==> src/rtl/mips_mc_control_pkg.sv <==
// Shared encodings for the multicycle MIPS control unit: states, opcodes,
// funct codes, ALU and mux select values, and the per-cycle control word.
package mips_pkg;

    typedef enum logic [3:0] {
        S_RST    = 4'd0,
        S_FETCH  = 4'd1,
        S_DECODE = 4'd2,
        S_MEMADR = 4'd3,
        S_MEMRD  = 4'd4,
        S_MEMWB  = 4'd5,
        S_MEMWR  = 4'd6,
        S_EXEC   = 4'd7,
        S_ALUWB  = 4'd8,
        S_ADDIEX = 4'd9,
        S_ADDIWB = 4'd10,
        S_BRANCH = 4'd11,
        S_JUMP   = 4'd12
    } state_e;

    localparam logic [5:0] OP_RTYPE = 6'h00;
    localparam logic [5:0] OP_J     = 6'h02;
    localparam logic [5:0] OP_BEQ   = 6'h04;
    localparam logic [5:0] OP_ADDI  = 6'h08;
    localparam logic [5:0] OP_LW    = 6'h23;
    localparam logic [5:0] OP_SW    = 6'h2B;

    localparam logic [5:0] FN_ADD = 6'h20;
    localparam logic [5:0] FN_SUB = 6'h22;
    localparam logic [5:0] FN_AND = 6'h24;
    localparam logic [5:0] FN_OR  = 6'h25;
    localparam logic [5:0] FN_SLT = 6'h2A;

    typedef enum logic [2:0] {
        ALU_AND = 3'b000,
        ALU_OR  = 3'b001,
        ALU_ADD = 3'b010,
        ALU_SUB = 3'b110,
        ALU_SLT = 3'b111
    } alu_ctl_e;

    // ALUOP_NONE parks alu_ctl at 000 in states that do not use the ALU.
    typedef enum logic [1:0] {
        ALUOP_ADD   = 2'b00,
        ALUOP_SUB   = 2'b01,
        ALUOP_FUNCT = 2'b10,
        ALUOP_NONE  = 2'b11
    } aluop_e;

    localparam logic [1:0] SRCB_B      = 2'b00;
    localparam logic [1:0] SRCB_FOUR   = 2'b01;
    localparam logic [1:0] SRCB_IMM    = 2'b10;
    localparam logic [1:0] SRCB_IMM_SH = 2'b11;

    localparam logic [1:0] PCSRC_ALU    = 2'b00;
    localparam logic [1:0] PCSRC_ALUOUT = 2'b01;
    localparam logic [1:0] PCSRC_JUMP   = 2'b10;

    typedef struct packed {
        logic       mem_req;
        logic       mem_w;
        logic       iord;
        logic       ir_w;
        logic       pc_w;
        logic       pc_w_cond;
        logic [1:0] pc_src;
        logic       reg_w;
        logic       reg_dst;
        logic       mem_to_reg;
        logic       alu_src_a;
        logic [1:0] alu_src_b;
        aluop_e     aluop;
        logic       illegal;
        logic       retire;
    } ctrl_t;

    function automatic logic is_legal_funct(input logic [5:0] funct);
        return (funct == FN_ADD) || (funct == FN_SUB) || (funct == FN_AND) ||
               (funct == FN_OR)  || (funct == FN_SLT);
    endfunction

endpackage

==> src/rtl/mips_mc_control_if.sv <==
// Control-unit bundle: instruction fields and status in, datapath/memory
// strobes out. The control unit is the master.
interface mips_mc_control_if;

    logic [5:0]  opcode;
    logic [5:0]  funct;
    logic        zero;
    logic        mem_ready;
    logic        mem_req;
    logic        mem_w;
    logic        iord;
    logic        ir_w;
    logic        pc_w;
    logic        pc_w_cond;
    logic [1:0]  pc_src;
    logic        reg_w;
    logic        reg_dst;
    logic        mem_to_reg;
    logic        alu_src_a;
    logic [1:0]  alu_src_b;
    logic [2:0]  alu_ctl;
    logic        illegal;
    logic [31:0] retired;
    logic [3:0]  state;

    modport master (
        input  opcode, funct, zero, mem_ready,
        output mem_req, mem_w, iord, ir_w, pc_w, pc_w_cond, pc_src, reg_w,
               reg_dst, mem_to_reg, alu_src_a, alu_src_b, alu_ctl, illegal,
               retired, state
    );

    modport slave (
        output opcode, funct, zero, mem_ready,
        input  mem_req, mem_w, iord, ir_w, pc_w, pc_w_cond, pc_src, reg_w,
               reg_dst, mem_to_reg, alu_src_a, alu_src_b, alu_ctl, illegal,
               retired, state
    );

endinterface

==> src/rtl/mips_mc_control_alu_dec.sv <==
// ALU decoder: turns the FSM's coarse aluop plus the R-type funct field
// into the 3-bit ALU control code.
module mips_alu_dec
    import mips_pkg::*;
(
    input  aluop_e      aluop,
    input  logic [5:0]  funct,
    output alu_ctl_e    alu_ctl
);

    always_comb begin
        // NOTE: every path assigns alu_ctl (default arms included) so no latch is inferred.
        unique case (aluop)
            ALUOP_ADD: alu_ctl = ALU_ADD;
            ALUOP_SUB: alu_ctl = ALU_SUB;
            ALUOP_FUNCT: begin
                unique case (funct)
                    FN_SUB:  alu_ctl = ALU_SUB;
                    FN_AND:  alu_ctl = ALU_AND;
                    FN_OR:   alu_ctl = ALU_OR;
                    FN_SLT:  alu_ctl = ALU_SLT;
                    default: alu_ctl = ALU_ADD;
                endcase
            end
            default: alu_ctl = ALU_AND;
        endcase
    end

endmodule

==> src/rtl/mips_mc_control.sv <==
// Multicycle MIPS32 control FSM: sequences fetch/decode/execute/memory/
// writeback, handshakes with memory via mem_ready, and counts retirements.
module mips_mc_control
    import mips_pkg::*;
(
    input  logic               clk,
    input  logic               rst,
    mips_mc_control_if.master  bus
);

    state_e      state_q, state_d;
    logic [31:0] retired_q, retired_d;
    ctrl_t       ctrl;
    alu_ctl_e    alu_ctl;

    logic decode_legal;
    assign decode_legal = (bus.opcode == OP_LW)   || (bus.opcode == OP_SW)  ||
                          (bus.opcode == OP_ADDI) || (bus.opcode == OP_BEQ) ||
                          (bus.opcode == OP_J)    ||
                          ((bus.opcode == OP_RTYPE) && is_legal_funct(bus.funct));

    // NOTE: synchronous reset; sequential state uses non-blocking assignments only.
    always_ff @(posedge clk) begin
        if (rst) begin
            state_q   <= S_RST;
            retired_q <= '0;
        end else begin
            state_q   <= state_d;
            retired_q <= retired_d;
        end
    end

    always_comb begin
        state_d = state_q;
        unique case (state_q)
            S_RST:    state_d = S_FETCH;
            S_FETCH:  if (bus.mem_ready) state_d = S_DECODE;
            S_DECODE: begin
                if (!decode_legal)                                      state_d = S_FETCH;
                else if ((bus.opcode == OP_LW) || (bus.opcode == OP_SW)) state_d = S_MEMADR;
                else if (bus.opcode == OP_RTYPE)                         state_d = S_EXEC;
                else if (bus.opcode == OP_ADDI)                          state_d = S_ADDIEX;
                else if (bus.opcode == OP_BEQ)                           state_d = S_BRANCH;
                else                                                     state_d = S_JUMP;
            end
            S_MEMADR: state_d = (bus.opcode == OP_LW) ? S_MEMRD : S_MEMWR;
            S_MEMRD:  if (bus.mem_ready) state_d = S_MEMWB;
            S_MEMWR:  if (bus.mem_ready) state_d = S_FETCH;
            S_EXEC:   state_d = S_ALUWB;
            S_ADDIEX: state_d = S_ADDIWB;
            S_MEMWB, S_ALUWB, S_ADDIWB, S_BRANCH, S_JUMP: state_d = S_FETCH;
            default:  state_d = S_RST;
        endcase
    end

    always_comb begin
        ctrl       = '0;
        ctrl.aluop = ALUOP_NONE;
        unique case (state_q)
            S_FETCH: begin
                ctrl.mem_req   = 1'b1;
                ctrl.alu_src_b = SRCB_FOUR;
                ctrl.aluop     = ALUOP_ADD;
                ctrl.pc_src    = PCSRC_ALU;
                ctrl.ir_w      = bus.mem_ready;
                ctrl.pc_w      = bus.mem_ready;
            end
            S_DECODE: begin
                ctrl.alu_src_b = SRCB_IMM_SH;
                ctrl.aluop     = ALUOP_ADD;
                ctrl.illegal   = !decode_legal;
            end
            S_MEMADR, S_ADDIEX: begin
                ctrl.alu_src_a = 1'b1;
                ctrl.alu_src_b = SRCB_IMM;
                ctrl.aluop     = ALUOP_ADD;
            end
            S_MEMRD: begin
                ctrl.mem_req = 1'b1;
                ctrl.iord    = 1'b1;
            end
            S_MEMWB: begin
                ctrl.reg_w      = 1'b1;
                ctrl.mem_to_reg = 1'b1;
                ctrl.retire     = 1'b1;
            end
            S_MEMWR: begin
                ctrl.mem_req = 1'b1;
                ctrl.mem_w   = 1'b1;
                ctrl.iord    = 1'b1;
                ctrl.retire  = bus.mem_ready;
            end
            S_EXEC: begin
                ctrl.alu_src_a = 1'b1;
                ctrl.alu_src_b = SRCB_B;
                ctrl.aluop     = ALUOP_FUNCT;
            end
            S_ALUWB: begin
                ctrl.reg_w   = 1'b1;
                ctrl.reg_dst = 1'b1;
                ctrl.retire  = 1'b1;
            end
            S_ADDIWB: begin
                ctrl.reg_w  = 1'b1;
                ctrl.retire = 1'b1;
            end
            S_BRANCH: begin
                ctrl.alu_src_a = 1'b1;
                ctrl.alu_src_b = SRCB_B;
                ctrl.aluop     = ALUOP_SUB;
                ctrl.pc_w_cond = 1'b1;
                ctrl.pc_src    = PCSRC_ALUOUT;
                ctrl.retire    = 1'b1;
            end
            S_JUMP: begin
                ctrl.pc_w   = 1'b1;
                ctrl.pc_src = PCSRC_JUMP;
                ctrl.retire = 1'b1;
            end
            default: ;
        endcase
    end

    // Counter wraps naturally at 32 bits.
    assign retired_d = retired_q + {31'd0, ctrl.retire};

    mips_alu_dec u_alu_dec (
        .aluop   (ctrl.aluop),
        .funct   (bus.funct),
        .alu_ctl (alu_ctl)
    );

    assign bus.mem_req    = ctrl.mem_req;
    assign bus.mem_w      = ctrl.mem_w;
    assign bus.iord       = ctrl.iord;
    assign bus.ir_w       = ctrl.ir_w;
    assign bus.pc_w       = ctrl.pc_w;
    assign bus.pc_w_cond  = ctrl.pc_w_cond;
    assign bus.pc_src     = ctrl.pc_src;
    assign bus.reg_w      = ctrl.reg_w;
    assign bus.reg_dst    = ctrl.reg_dst;
    assign bus.mem_to_reg = ctrl.mem_to_reg;
    assign bus.alu_src_a  = ctrl.alu_src_a;
    assign bus.alu_src_b  = ctrl.alu_src_b;
    assign bus.alu_ctl    = alu_ctl;
    assign bus.illegal    = ctrl.illegal;
    assign bus.retired    = retired_q;
    assign bus.state      = state_q;

endmodule

==> src/flat_wrapper.sv <==
// flat-port wrapper written by rule: the top's interface ports become plain ports
module mips_mc_control_flat import mips_pkg::*;
  (clk, rst, bus_opcode, bus_funct, bus_zero, bus_mem_ready, bus_mem_req, bus_mem_w, bus_iord, bus_ir_w, bus_pc_w, bus_pc_w_cond, bus_pc_src, bus_reg_w, bus_reg_dst, bus_mem_to_reg, bus_alu_src_a, bus_alu_src_b, bus_alu_ctl, bus_illegal, bus_retired, bus_state);
  mips_mc_control_if bus_i ();
  input  logic clk;
  input  logic rst;
  input wire logic [$bits(bus_i.opcode)-1:0] bus_opcode;
  input wire logic [$bits(bus_i.funct)-1:0] bus_funct;
  input wire logic [$bits(bus_i.zero)-1:0] bus_zero;
  input wire logic [$bits(bus_i.mem_ready)-1:0] bus_mem_ready;
  output wire logic [$bits(bus_i.mem_req)-1:0] bus_mem_req;
  output wire logic [$bits(bus_i.mem_w)-1:0] bus_mem_w;
  output wire logic [$bits(bus_i.iord)-1:0] bus_iord;
  output wire logic [$bits(bus_i.ir_w)-1:0] bus_ir_w;
  output wire logic [$bits(bus_i.pc_w)-1:0] bus_pc_w;
  output wire logic [$bits(bus_i.pc_w_cond)-1:0] bus_pc_w_cond;
  output wire logic [$bits(bus_i.pc_src)-1:0] bus_pc_src;
  output wire logic [$bits(bus_i.reg_w)-1:0] bus_reg_w;
  output wire logic [$bits(bus_i.reg_dst)-1:0] bus_reg_dst;
  output wire logic [$bits(bus_i.mem_to_reg)-1:0] bus_mem_to_reg;
  output wire logic [$bits(bus_i.alu_src_a)-1:0] bus_alu_src_a;
  output wire logic [$bits(bus_i.alu_src_b)-1:0] bus_alu_src_b;
  output wire logic [$bits(bus_i.alu_ctl)-1:0] bus_alu_ctl;
  output wire logic [$bits(bus_i.illegal)-1:0] bus_illegal;
  output wire logic [$bits(bus_i.retired)-1:0] bus_retired;
  output wire logic [$bits(bus_i.state)-1:0] bus_state;
  assign bus_i.opcode = bus_opcode;
  assign bus_i.funct = bus_funct;
  assign bus_i.zero = bus_zero;
  assign bus_i.mem_ready = bus_mem_ready;
  assign bus_mem_req = bus_i.mem_req;
  assign bus_mem_w = bus_i.mem_w;
  assign bus_iord = bus_i.iord;
  assign bus_ir_w = bus_i.ir_w;
  assign bus_pc_w = bus_i.pc_w;
  assign bus_pc_w_cond = bus_i.pc_w_cond;
  assign bus_pc_src = bus_i.pc_src;
  assign bus_reg_w = bus_i.reg_w;
  assign bus_reg_dst = bus_i.reg_dst;
  assign bus_mem_to_reg = bus_i.mem_to_reg;
  assign bus_alu_src_a = bus_i.alu_src_a;
  assign bus_alu_src_b = bus_i.alu_src_b;
  assign bus_alu_ctl = bus_i.alu_ctl;
  assign bus_illegal = bus_i.illegal;
  assign bus_retired = bus_i.retired;
  assign bus_state = bus_i.state;
  mips_mc_control u_core (.clk(clk), .rst(rst), .bus(bus_i));
endmodule
==> config.mk <==
export PLATFORM = sky130hd
export DESIGN_NAME = mips_mc_control_flat
export DESIGN_NICKNAME = d
export VERILOG_FILES = /design/src/rtl/mips_mc_control_pkg.sv /design/src/rtl/mips_mc_control_if.sv /design/src/rtl/mips_mc_control_alu_dec.sv /design/src/rtl/mips_mc_control.sv /design/src/flat_wrapper.sv
export SDC_FILE = /design/constraint.sdc
export NUM_CORES = 1
export LEC_CHECK = 0
export BUFFER_PORTS_ARGS = -buffer_cell sky130_fd_sc_hd__buf_2
export CAP_MARGIN = 10
export CORE_UTILIZATION = 47
export CTS_BUF_LIST = sky130_fd_sc_hd__clkbuf_2 sky130_fd_sc_hd__clkbuf_4 sky130_fd_sc_hd__clkbuf_8
export CTS_CLUSTER_DIAMETER = 50
export DETAILED_ROUTE_END_ITERATION = 12
export GPL_TIMING_DRIVEN = 1
export PLACE_DENSITY = 0.78
export REMOVE_ABC_BUFFERS = 1
export SKIP_LAST_GASP = 1
export SYNTH_ARGS = -nofsm -noshare
export SYNTH_HDL_FRONTEND = slang
export SYNTH_SLANG_ARGS = --single-unit
==> constraint.sdc <==
create_clock -name clk -period 2.5 [get_ports clk]
set_clock_uncertainty 0.2 [all_clocks]
set_input_delay 0.5 -clock clk [delete_from_list [all_inputs] [get_ports clk]]
set_output_delay 0.5 -clock clk [all_outputs]
set_load 0.005 [all_outputs]
# --- Word-level counts from Yosys, hierarchy flattened ---
# Index checks and enable logic that the tools add are counted.
word_totals:
  register_bits: 36
  inputBits: 16
  elab_cells: 78
classes:
  add_sub_neg: 1
  muxes: 26
  n_eq_ne: 27
  n_reduce_logical: 22
ops:
  columns: ["cell", "n"]
  rows:
  - ["$eq 6x6->1 const B", 7]
  - ["$add 32x1->32", 1]
  - ["$pmux 4 s8", 1]
  - ["$mux 4", 7]
  - ["$eq 4x4->1 const B", 5]
  - ["$pmux 4 s5", 1]
  - ["$eq 4x3->1 const B", 4]
  - ["$pmux 3 s4", 1]
  - ["$mux 1", 10]
  - ["$logic_or 1x1->1", 9]
  - ["$pmux 3 s3", 1]
  - ["$eq 4x2->1 const B", 2]
  - ["$eq 6x2->1 const B", 1]
  - ["$eq 6x3->1 const B", 1]
  - ["$eq 6x4->1 const B", 1]
  - ["$logic_not 6->1", 1]
  - ["$ne 2x2->1 const B", 3]
  - ["$reduce_or 3->1", 2]
  - ["$reduce_or 6->1", 1]
  - ["$reduce_or 5->1", 1]
  - ["$eq 4x1->1 const B", 1]
  - ["$logic_not 4->1", 1]
  - ["$pmux 1 s2", 2]
  - ["$pmux 2 s2", 1]
  - ["10 further kinds", 11]

# --- Depth between registers and ports, before layout ---
# Gate-level depths: netlist of run 1.
logic_depth:
  depth_word: 9
  ltp_mapped: 12

# --- Hierarchy ---
# From an unflattened synthesis of run 1, not the netlist that was laid out.
unflattened:
  cells_unflattened: 254
  area_unflattened_um2: 2075.7
modules_own_cells:
  columns: ["mod", "seq_area_each_um2", "cells_per_inst", "area_per_inst_um2", "n_inst"]
  rows:
  - ["mips_mc_control", 720.7, 244, 1993.2, 1]
  - ["mips_alu_dec", 0.0, 10, 82.6, 1]

# --- Worst setup path after synthesis of run 1 ---
# Ideal clock, no wire load.
synth_path:
  path_kind: "register -> register"
  start: "register u_core.state_q[2], in the netlist u_core.bus.state[2]"
  end: "register u_core.retired_q[26], in the netlist u_core.bus.retired[26]"
  t_required_ns: 2.172
  setup_time_ns: 0.128
  arrival_time_ns: 2.451
  path_slack_ns: -0.279
  stages_incl_launch_ff: 12
  cell_sequence: "dfxtp_1 clkbuf_1 clkbuf_1 nand2_1 o21ai_0 ha_1 ha_1 nand2_1 nor4_4 nand4_1 xor2_1 nor2_1"
synth_between:
  elab_chain_len: 4
synth_lines:
  columns: ["element", "line", "rtl"]
  rows:
  - ["from (decl)", "mips_mc_control.sv:11", "state_e state_q, state_d;"]
  - ["from (signal assigned)", "mips_mc_control.sv:28", "state_q <= state_d;"]
  - ["$eq 4x3->1 / $eq 4x4->1 (equally long branches)", "mips_mc_control.sv:59", "unique case (state_q)"]
  - ["$reduce_or 5->1 (no source line)", null, null]
  - ["$pmux 1 s2 *", "mips_mc_control.sv:59", null]
  - ["$add 32x1->32 *", "mips_mc_control.sv:125", "assign retired_d = retired_q + {31'd0, ctrl.retire};"]
  - ["to (signal assigned)", "mips_mc_control.sv:29", "retired_q <= retired_d;"]
  - ["to (decl)", "mips_mc_control.sv:12", "logic [31:0] retired_q, retired_d;"]
# Every way passes the cells marked *; elsewhere a longest branch is shown, timed or not.
# A chain may end at the register's enable or synchronous reset.

# --- Worst setup path after layout of run 1 ---
layout_path:
  start: "register u_core.state_q[0], in the netlist u_core.bus.state[0]"
  end: "output bus_alu_ctl[0]"
layout_between:
  elab_chain_len: 5
layout_lines:
  columns: ["element", "line", "rtl"]
  rows:
  - ["$eq 4x2->1 / $eq 4x4->1 (equally long branches)", "mips_mc_control.sv:59", null]
  - ["$reduce_or 2->1", "mips_mc_control.sv:59", null]
  - ["$pmux 4 s5 *", "mips_mc_control.sv:59", null]
  - ["$eq 2x2->1, or another cell as far along", "mips_mc_control_alu_dec.sv:13", "unique case (aluop)"]
  - ["$pmux 3 s3 *", "mips_mc_control_alu_dec.sv:13", null]
  - ["to (decl)", "flat_wrapper.sv:23", "output wire logic [$bits(bus_i.alu_ctl)-1:0] bus_alu_ctl;"]
# Marks and branches as above.

==> out/metrics.csv, run 1 <==
stage;metric;value;unit
logic_synthesis;syn-cell-area;0.00209;sq mm
route;vias_per_cell;5.41;
logic_synthesis;seq_area_frac_synth;34.5;%
timing;hold_viol_final;0;
job;maxCapViolCount;0;
cts;numClockSinks;36;
cts;htree_levels;2;
cts;cts_tree;yes;
timing;rsz0062_at_grt;true;
cts;insertion_delay;0.29;ns
final_layout;antenna_cells;0;
timing;drv_slew;0;
final_layout;num-fill-cells;354;
final_layout;layout_common_cells;buf_2 (68), nor2_1 (49), dfxtp_1 (35);
route;drc;0;
die;boundaryPins;70;
global_route;grt_pass1_vias;1832;
timing;slew_headroom;59.3;%
cts;cts_setup_buffers;0;
logic_synthesis;yosysWarnings;0;
setup_path;cp-end-kind;output port;
power_and_ir_drop;power_density;458;mW/mm^2
cts;path_clk_slew;0.07;ns
hold_path;hp-class;flip-flop to flip-flop;
route;drt_iter0_markers;124;
timing;period_share;96.4;%
setup_path;crit_slowest_cell;dfxtp_1;
die;die_x;68.7;um
timing;fin_setup_tns;0;ns
final_layout;ff_latch_area;722;sq um
final_layout;final_common_cell;buf_2;
cts;root_buffer;clkbuf_8;
cts;clockBufferDepth;2;
setup_path;required;1.80;ns
final_layout;multi_input_area;0.00130;sq mm
setup_path;worstPathCellList;buf_4 -> inv_1 -> nor2_1 -> nand3_1 -> nor3b_1 -> buf_2;
placed_design;place.gp.congestion;0.912;
setup_path;timing.critical_path.from_type;flip-flop;
die;rows;23;
route;ant_nets;0;
logic_synthesis;ys_types;42;
route;wirelength;4.96;mm
timing;setup_violations;0;
timing;whs;0.328;ns
die;core-area;0.00414;sq mm
setup_path;max_stage_delay;0.41;ns
cts;cts_inserted_buffers;5;
setup_path;path_max_fanout;16;
status;outcome;complete, no violations;
power_and_ir_drop;p_leak;1.27;nW
global_route;grt.overflow.total;0;
global_route;antenna_found_initial;0;
die;dieArea;0.00472;sq mm
final_layout;drive_above_1_share;29.7;%
setup_path;critPathKind;flip-flop to output port;
setup_path;cp_data_arrival_time;1.71;ns
final_layout;synthToLayoutAreaGrowth;28.0;%
global_route;grt_first_pass_wirelength;7.67;mm
die;initial_core_util;50.4;%
timing;worst_pin_slew;0.610;ns
placed_design;io_buffer_count;68;
final_layout;num-nets-final;357;
global_route;grt_max_degree;36;
power_and_ir_drop;peakVddDrop;0.000259;V
final_layout;layout.cell_area.non_filler;0.00268;sq mm
route;dr.pass1.iters;4;
final_layout;fin_util;64.6;%
logic_synthesis;synthCells;264;
timing;max_freq;415;MHz
timing;finalCriticalPeriod;2.41;ns
die;die_h;68.7;um
route;num_vias;2108;
route;routedWlPerCell;12.7;um
placed_design;dpl_cell_area;0.00254;sq mm
power_and_ir_drop;power.total;1.22;mW
logic_synthesis;avgSynthCellArea;7.91;sq um
placed_design;dp_hpwl;3.53;mm
global_route;grt_use_total;21.5;%
logic_synthesis;synth-seq-cells;36;
==> worst max-delay path: cells and delay by family (launching register included) <==
kind	cells	cell delay [ns]
DFF	1	0.41
and+or+nand+nor	3	0.50
buffers and inverters	3	0.50
==> cells in the mapped netlist, drive strengths merged <==
| cell type | number | area (sq um) |
|---|---|---|
| nand3b | 2 | 15.0 |
| a22oi | 1 | 7.51 |
| nor3b | 4 | 30.0 |
| nor2b | 7 | 43.8 |
| a31oi | 2 | 12.5 |
| nand2b | 5 | 31.3 |
| inv | 5 | 18.8 |
| o22ai | 2 | 12.5 |
| a32oi | 1 | 8.76 |
| a21oi | 8 | 40.0 |
| o21a | 1 | 7.51 |
| nor3 | 8 | 40.0 |
| nand4 | 15 | 124 |
| o221ai | 1 | 8.76 |
| a21boi | 1 | 7.51 |
| and3 | 8 | 50.1 |
| a21o | 1 | 7.51 |
| nand2 | 15 | 56.3 |
| clkbuf | 15 | 56.3 |
| a31o | 1 | 8.76 |
| ha | 2 | 25.0 |
| nor4 | 5 | 67.6 |
| a211oi | 1 | 7.51 |
| a221oi | 1 | 8.76 |
| dfxtp | 36 | 721 |
| nand3 | 17 | 85.1 |
| nor2 | 49 | 184 |
| o211ai | 1 | 7.51 |
| buf | 1 | 7.51 |
| o31ai | 1 | 7.51 |
| and2 | 3 | 18.8 |
| xor2 | 22 | 193 |
| o21ai | 7 | 35.0 |
| nand4b | 1 | 8.76 |
| xnor2 | 10 | 87.6 |
| or2 | 1 | 6.26 |
| nor4b | 1 | 15.0 |
| and4 | 2 | 17.5 |
==> routing by layer <==
layer	global-route usage, %	vias up	share of wire, %
li1	-	1072	-
met1	25.6	955	46
met2	37.1	73	47
met3	3.29	8	4.9
met4	10.7	0	1.8
met5	0	-	0
==> metrics by stage <==
step                      instances  setup WS, ns
final                           390        0.0912
after global routing            390       -0.0430
after CTS                       389        0.0607
after detailed placement        381        -0.124
after global placement          381       -0.0630
after floorplan                 248        -0.136
==> path summary, 6_finish.rpt <==
check / from / endpoint / slack [ns] / cells after the start
setup reg to reg: u_core.bus.state[0]$_SDFFE_PP0P_ / u_core.bus.retired[28]$_SDFF_PP0_ / 0.24 / 12
hold / removal: u_core.bus.retired[31]$_SDFF_PP0_ / u_core.bus.retired[31]$_SDFF_PP0_ / 0.33 / 2
setup / recovery: u_core.bus.state[0]$_SDFFE_PP0P_ / bus_alu_ctl[0] / 0.09 / 6
hold reg to reg: u_core.bus.retired[31]$_SDFF_PP0_ / u_core.bus.retired[31]$_SDFF_PP0_ / 0.33 / 2
==> what timing repair did <==
action / CTS / global route
endpoints found under the setup margin: 0 / 17
hold endpoints to repair: 0 / 0
hold buffers: 0 / 0
gates resized for setup: 0 / 7
==> registers in the layout, summed over array words and instances (netlist names) <==
| signal | cells |
|---|---|
| u_core.bus.retired | 32 |
| u_core.bus.state | 4 |
==> cells by family (layout without fill, tap and decap cells) <==
family,count (synthesis),count (layout),share of synthesized area (%)
AND/OR/NAND/NOR,143,143,38.0
flip-flops,36,36,34.5
XOR/XNOR,32,32,13.4
AO/OA/AOI/OAI,30,30,8.98
buffers and inverters,21,97,3.95
adder cells (fa/ha/maj),2,2,1.20
==> layout make-up <==
cell class | instances | share of cell area, %
multi-input cells | 207 | 48.5
flip-flops and latches | 36 | 27.0
repair buffers | 84 | 17.4
clock buffers | 6 | 2.85
well taps | 50 | 2.34
clock inverters | 2 | 1.31
inverters | 5 | 0.702
==> where the power goes <==
group          switching (mW)  internal (mW)  total (mW)
Clock                   0.204          0.307       0.511
Sequential            0.00467          0.577       0.582
Combinational          0.0756         0.0554       0.131
Total                   0.284          0.940        1.22
Power figures use the tool's default switching activity.
==> inputs of run 2 (changes only) <==
- SYNTH_HIERARCHICAL: not set -> 1
==> run 2 against run 1 <==
- cell count did not move
- area after synthesis fell by 0.66%
- clock-buffer cell count did not move
- register-to-register slack got worse by 0.09 ns
- largest cell class unchanged
- fmax fell by 2.0%
- wire length rose by 5.9%
- critical endpoint is now bus_illegal
- non-clock buffer count rose by 10
- sequential share of layout area fell by 0.74 points
==> out/metrics.csv, run 2 <==
stage;metric;value;unit;change
status;outcome;complete, no violations;;unchanged
placed_design;dp_hpwl;3.82;mm;was 3.53 mm
route;dr.pass1.iters;4;;unchanged
logic_synthesis;ys_types;49;;was 42
global_route;antenna_found_initial;0;;unchanged
route;drc;0;;unchanged
final_layout;layout_common_cells;buf_2 (68), nor2_1 (44), dfxtp_1 (34);;was buf_2 (68), nor2_1 (49), dfxtp_1 (35)
final_layout;antenna_cells;0;;unchanged
placed_design;dpl_cell_area;0.00259;sq mm;was 0.00254 sq mm
cts;cts_setup_buffers;0;;unchanged
logic_synthesis;synth_top_family_by_area;simple AND/OR/NAND/NOR gates;;unchanged
setup_path;critPathKind;primary input to output port;;was flip-flop to output port
logic_synthesis;ys_top_cells_by_count;nor2_1 (44), dfxtp_1 (36), xor2_1 (26);;was nor2_1 (49), dfxtp_1 (36), xor2_1 (22)
route;wirelength;5.25;mm;was 4.96 mm
setup_path;cp-end-kind;output port;;unchanged
die;rows;23;;unchanged
timing;finalCriticalPeriod;2.46;ns;was 2.41 ns
power_and_ir_drop;power_density;453;mW/mm^2;was 458 mW/mm^2
setup_path;cp_data_arrival_time;1.76;ns;was 1.71 ns
cts;htree_levels;2;;unchanged
cts;root_buffer;clkbuf_8;;unchanged
route;drt_iter0_markers;99;;was 124
setup_path;max_stage_delay;0.34;ns;was 0.41 ns
final_layout;num-nets-final;357;;unchanged
final_layout;layout.cell_area.non_filler;0.00276;sq mm;was 0.00268 sq mm
timing;worst_pin_slew;0.372;ns;was 0.610 ns
logic_synthesis;synthAdderAreaFrac;1.21;%;was 1.20%
cts;path_clk_slew;0.07;ns;about the same
final_layout;synthToLayoutAreaGrowth;32.7;%;was 28.0%
final_layout;num-fill-cells;361;;was 354
setup_path;path_max_fanout;2;;was 16
global_route;grt_max_degree;23;;was 36
die;die_x;68.5;um;was 68.7 um
power_and_ir_drop;p_leak;1.28;nW;was 1.27 nW
setup_path;cp_top_family;simple AND/OR/NAND/NOR gates;;was buffers and inverters
timing;hold_viol_final;0;;unchanged
logic_synthesis;yosysTopAreaCell;dfxtp_1;;unchanged
global_route;grt_first_pass_wirelength;8.05;mm;was 7.67 mm
timing;max_freq;407;MHz;was 415 MHz
route;num_vias;2151;;was 2,108
die;boundaryPins;70;;unchanged
timing;slew_headroom;74.9;%;was 59.3%
logic_synthesis;synthMuxAreaShare;0.482;%;was 0%
route;vias_per_cell;5.52;;was 5.41
setup_path;timing.critical_path.from_type;primary input;;was flip-flop
job;maxCapViolCount;0;;unchanged
placed_design;io_buffer_count;68;;unchanged
final_layout;final_common_cell;buf_2;;unchanged
timing;rsz0062_at_grt;true;;unchanged
logic_synthesis;synth_ff_type;dfxtp_1;;unchanged
die;dieArea;0.00469;sq mm;was 0.00472 sq mm
final_layout;stdcell_count;390;;unchanged
die;die_h;68.5;um;was 68.7 um
logic_synthesis;synthSimpleGateAreaFrac;35.3;%;was 38.0%
final_layout;drive_above_1_share;35.0;%;was 29.7%
timing;setup_violations;0;;unchanged
cts;numClockSinks;36;;unchanged
logic_synthesis;yosysWarnings;6;;was 0
route;routedWlPerCell;13.5;um;was 12.7 um
logic_synthesis;avgSynthCellArea;8.17;sq um;was 7.91 sq um
logic_synthesis;synthCells;254;;was 264
cts;cts_inserted_buffers;5;;unchanged
die;initial_core_util;50.4;%;about the same
logic_synthesis;synth_compound_area_share;10.8;%;was 8.98%
die;core-area;0.00412;sq mm;was 0.00414 sq mm
setup_path;worst-r2r-setup-slack;0.15;ns;was 0.24 ns
global_route;grt_pass1_vias;1882;;was 1,832
logic_synthesis;synth_edf_count;0;;unchanged
setup_path;crit_slowest_cell;or3_4;;was dfxtp_1
logic_synthesis;synthTopCellsByArea;dfxtp_1 (35%), xor2_1 (11%), nor2_1 (8.0%), nand3_1 (4.1%), nand4_1 (3.6%);;was dfxtp_1 (34%), xor2_1 (9.2%), nor2_1 (8.8%), xnor2_1 (4.2%), nand3_1 (4.1%)
route;ant_nets;0;;unchanged
logic_synthesis;synth_xor_area_share;13.1;%;was 13.4%
setup_path;worst-path-buf-inv;2;;was 3
logic_synthesis;synth-seq-cells;36;;unchanged
cts;insertion_delay;0.28;ns;was 0.29 ns
setup_path;worstPathCellList;buf_2 -> or2_4 -> or3_4 -> a221oi_2 -> a31o_2 -> nor2_1 -> buf_2;;was buf_4 -> inv_1 -> nor2_1 -> nand3_1 -> nor3b_1 -> buf_2
logic_synthesis;async_reset_ff_share;0;%;unchanged
final_layout;largest_reg_flops;32;;unchanged
logic_synthesis;seq_area_frac_synth;34.7;%;was 34.5%
setup_path;required;1.80;ns;about the same
placed_design;place.gp.congestion;0.806;;was 0.912
logic_synthesis;synth_top_area_share;34.7;%;was 34.5%
logic_synthesis;syn-cell-area;0.00208;sq mm;was 0.00209 sq mm
timing;drv_slew;0;;unchanged
cts;cts_tree;yes;;unchanged
logic_synthesis;yosysMostFrequentCell;nor2_1;;unchanged
placed_design;post-place-cells;381;;unchanged
global_route;grt.overflow.total;0;;unchanged
power_and_ir_drop;peakVddDrop;0.000205;V;was 0.000259 V
global_route;grt_use_total;22.8;%;was 21.5%
hold_path;hp-class;flip-flop to flip-flop;;unchanged
timing;period_share;98.3;%;was 96.4%
setup_path;crit_path_frequent_cell;buf_2;;
cts;clockBufferDepth;2;;unchanged
run 2: kinds of logic (layout without fill, tap and decap cells):
kind of cell / Yosys count / count (layout)
AOI/OAI and AO/OA: 34 / 34
muxes: 1 / 1
adders and majority gates: 2 / 2
DFF: 36 / 36
buffers and inverters: 20 / 106
and+or+nand+nor: 130 / 130
xor gates and xnor gates: 31 / 31
run 2: metrics by stage:
stage	hold slack (ns)	power, mW	util [%]	TNS (ns)	setup slack (ns)
after detailed placement	0.320	0.750	63.0	-1.48	-0.155
after CTS	0.328	1.25	65.9	0	0.00218
after floorplan	0.271	0.666	-	-3.24	-0.325
after global placement	0.286	0.748	63.0	-0.199	-0.0469
final	0.328	1.25	67.0	0	0.0430
after global routing	0.361	1.30	67.0	-0.0131	-0.0131
run 2: path summary, 6_finish.rpt:
kind                                startpoint                           endpoint  depth (start not counted)
min reg2reg  u_core/bus.retired[31]$_SDFF_PP0_  u_core/bus.retired[31]$_SDFF_PP0_                          2
max reg2reg   u_core/bus.state[1]$_SDFFE_PP0P_  u_core/bus.retired[14]$_SDFF_PP0_                         12
max                              bus_opcode[0]                        bus_illegal                          7
min          u_core/bus.retired[31]$_SDFF_PP0_  u_core/bus.retired[31]$_SDFF_PP0_                          2
run 2: worst register-to-register path, stage by stage, from the launching register on:
cell and delay [ns]:
dfxtp_2 0.38, nand2_1 0.09, nor2_1 0.10, nor2_1 0.05
o21ai_1 0.15, ha_2 0.24, ha_1 0.17, inv_1 0.07
nor4_4 0.26, buf_4 0.20, nand4_1 0.11, xor2_1 0.17
nor2_1 0.06
run 2: layer usage:
metal | vias up | global-route usage (%) | wire (um)
li1 | 1073 | - | -
met4 | 0 | 8.85 | 43
met2 | 77 | 40.8 | 2600
met5 | - | 0 | 0
met1 | 997 | 26.0 | 2330
met3 | 4 | 4.83 | 280
run 2: power by group:
part           internal [mW]  switching [mW]
clock network          0.307           0.194
registers              0.578         0.00484
logic                 0.0803          0.0843
total                  0.965           0.283
run 2: cell type report:
| cell class | instances | area (sq um) | share of cell area (%) |
|---|---|---|---|
| clock buffers | 6 | 76.3 | 2.77 |
| well taps | 50 | 62.6 | 2.27 |
| multi-input cells | 198 | 1310 | 47.5 |
| repair buffers | 94 | 536 | 19.4 |
| inverters | 4 | 15.0 | 0.545 |
| clock inverters | 2 | 35.0 | 1.27 |
| flip-flops and latches | 36 | 723 | 26.2 |
run 2: what timing repair did:
action,CTS,global route
resized for setup,2,13
gates cloned,0,1
endpoints found under the setup margin,1,19
hold buffers,0,0
pin swaps,1,4
endpoints found under the hold margin,0,0
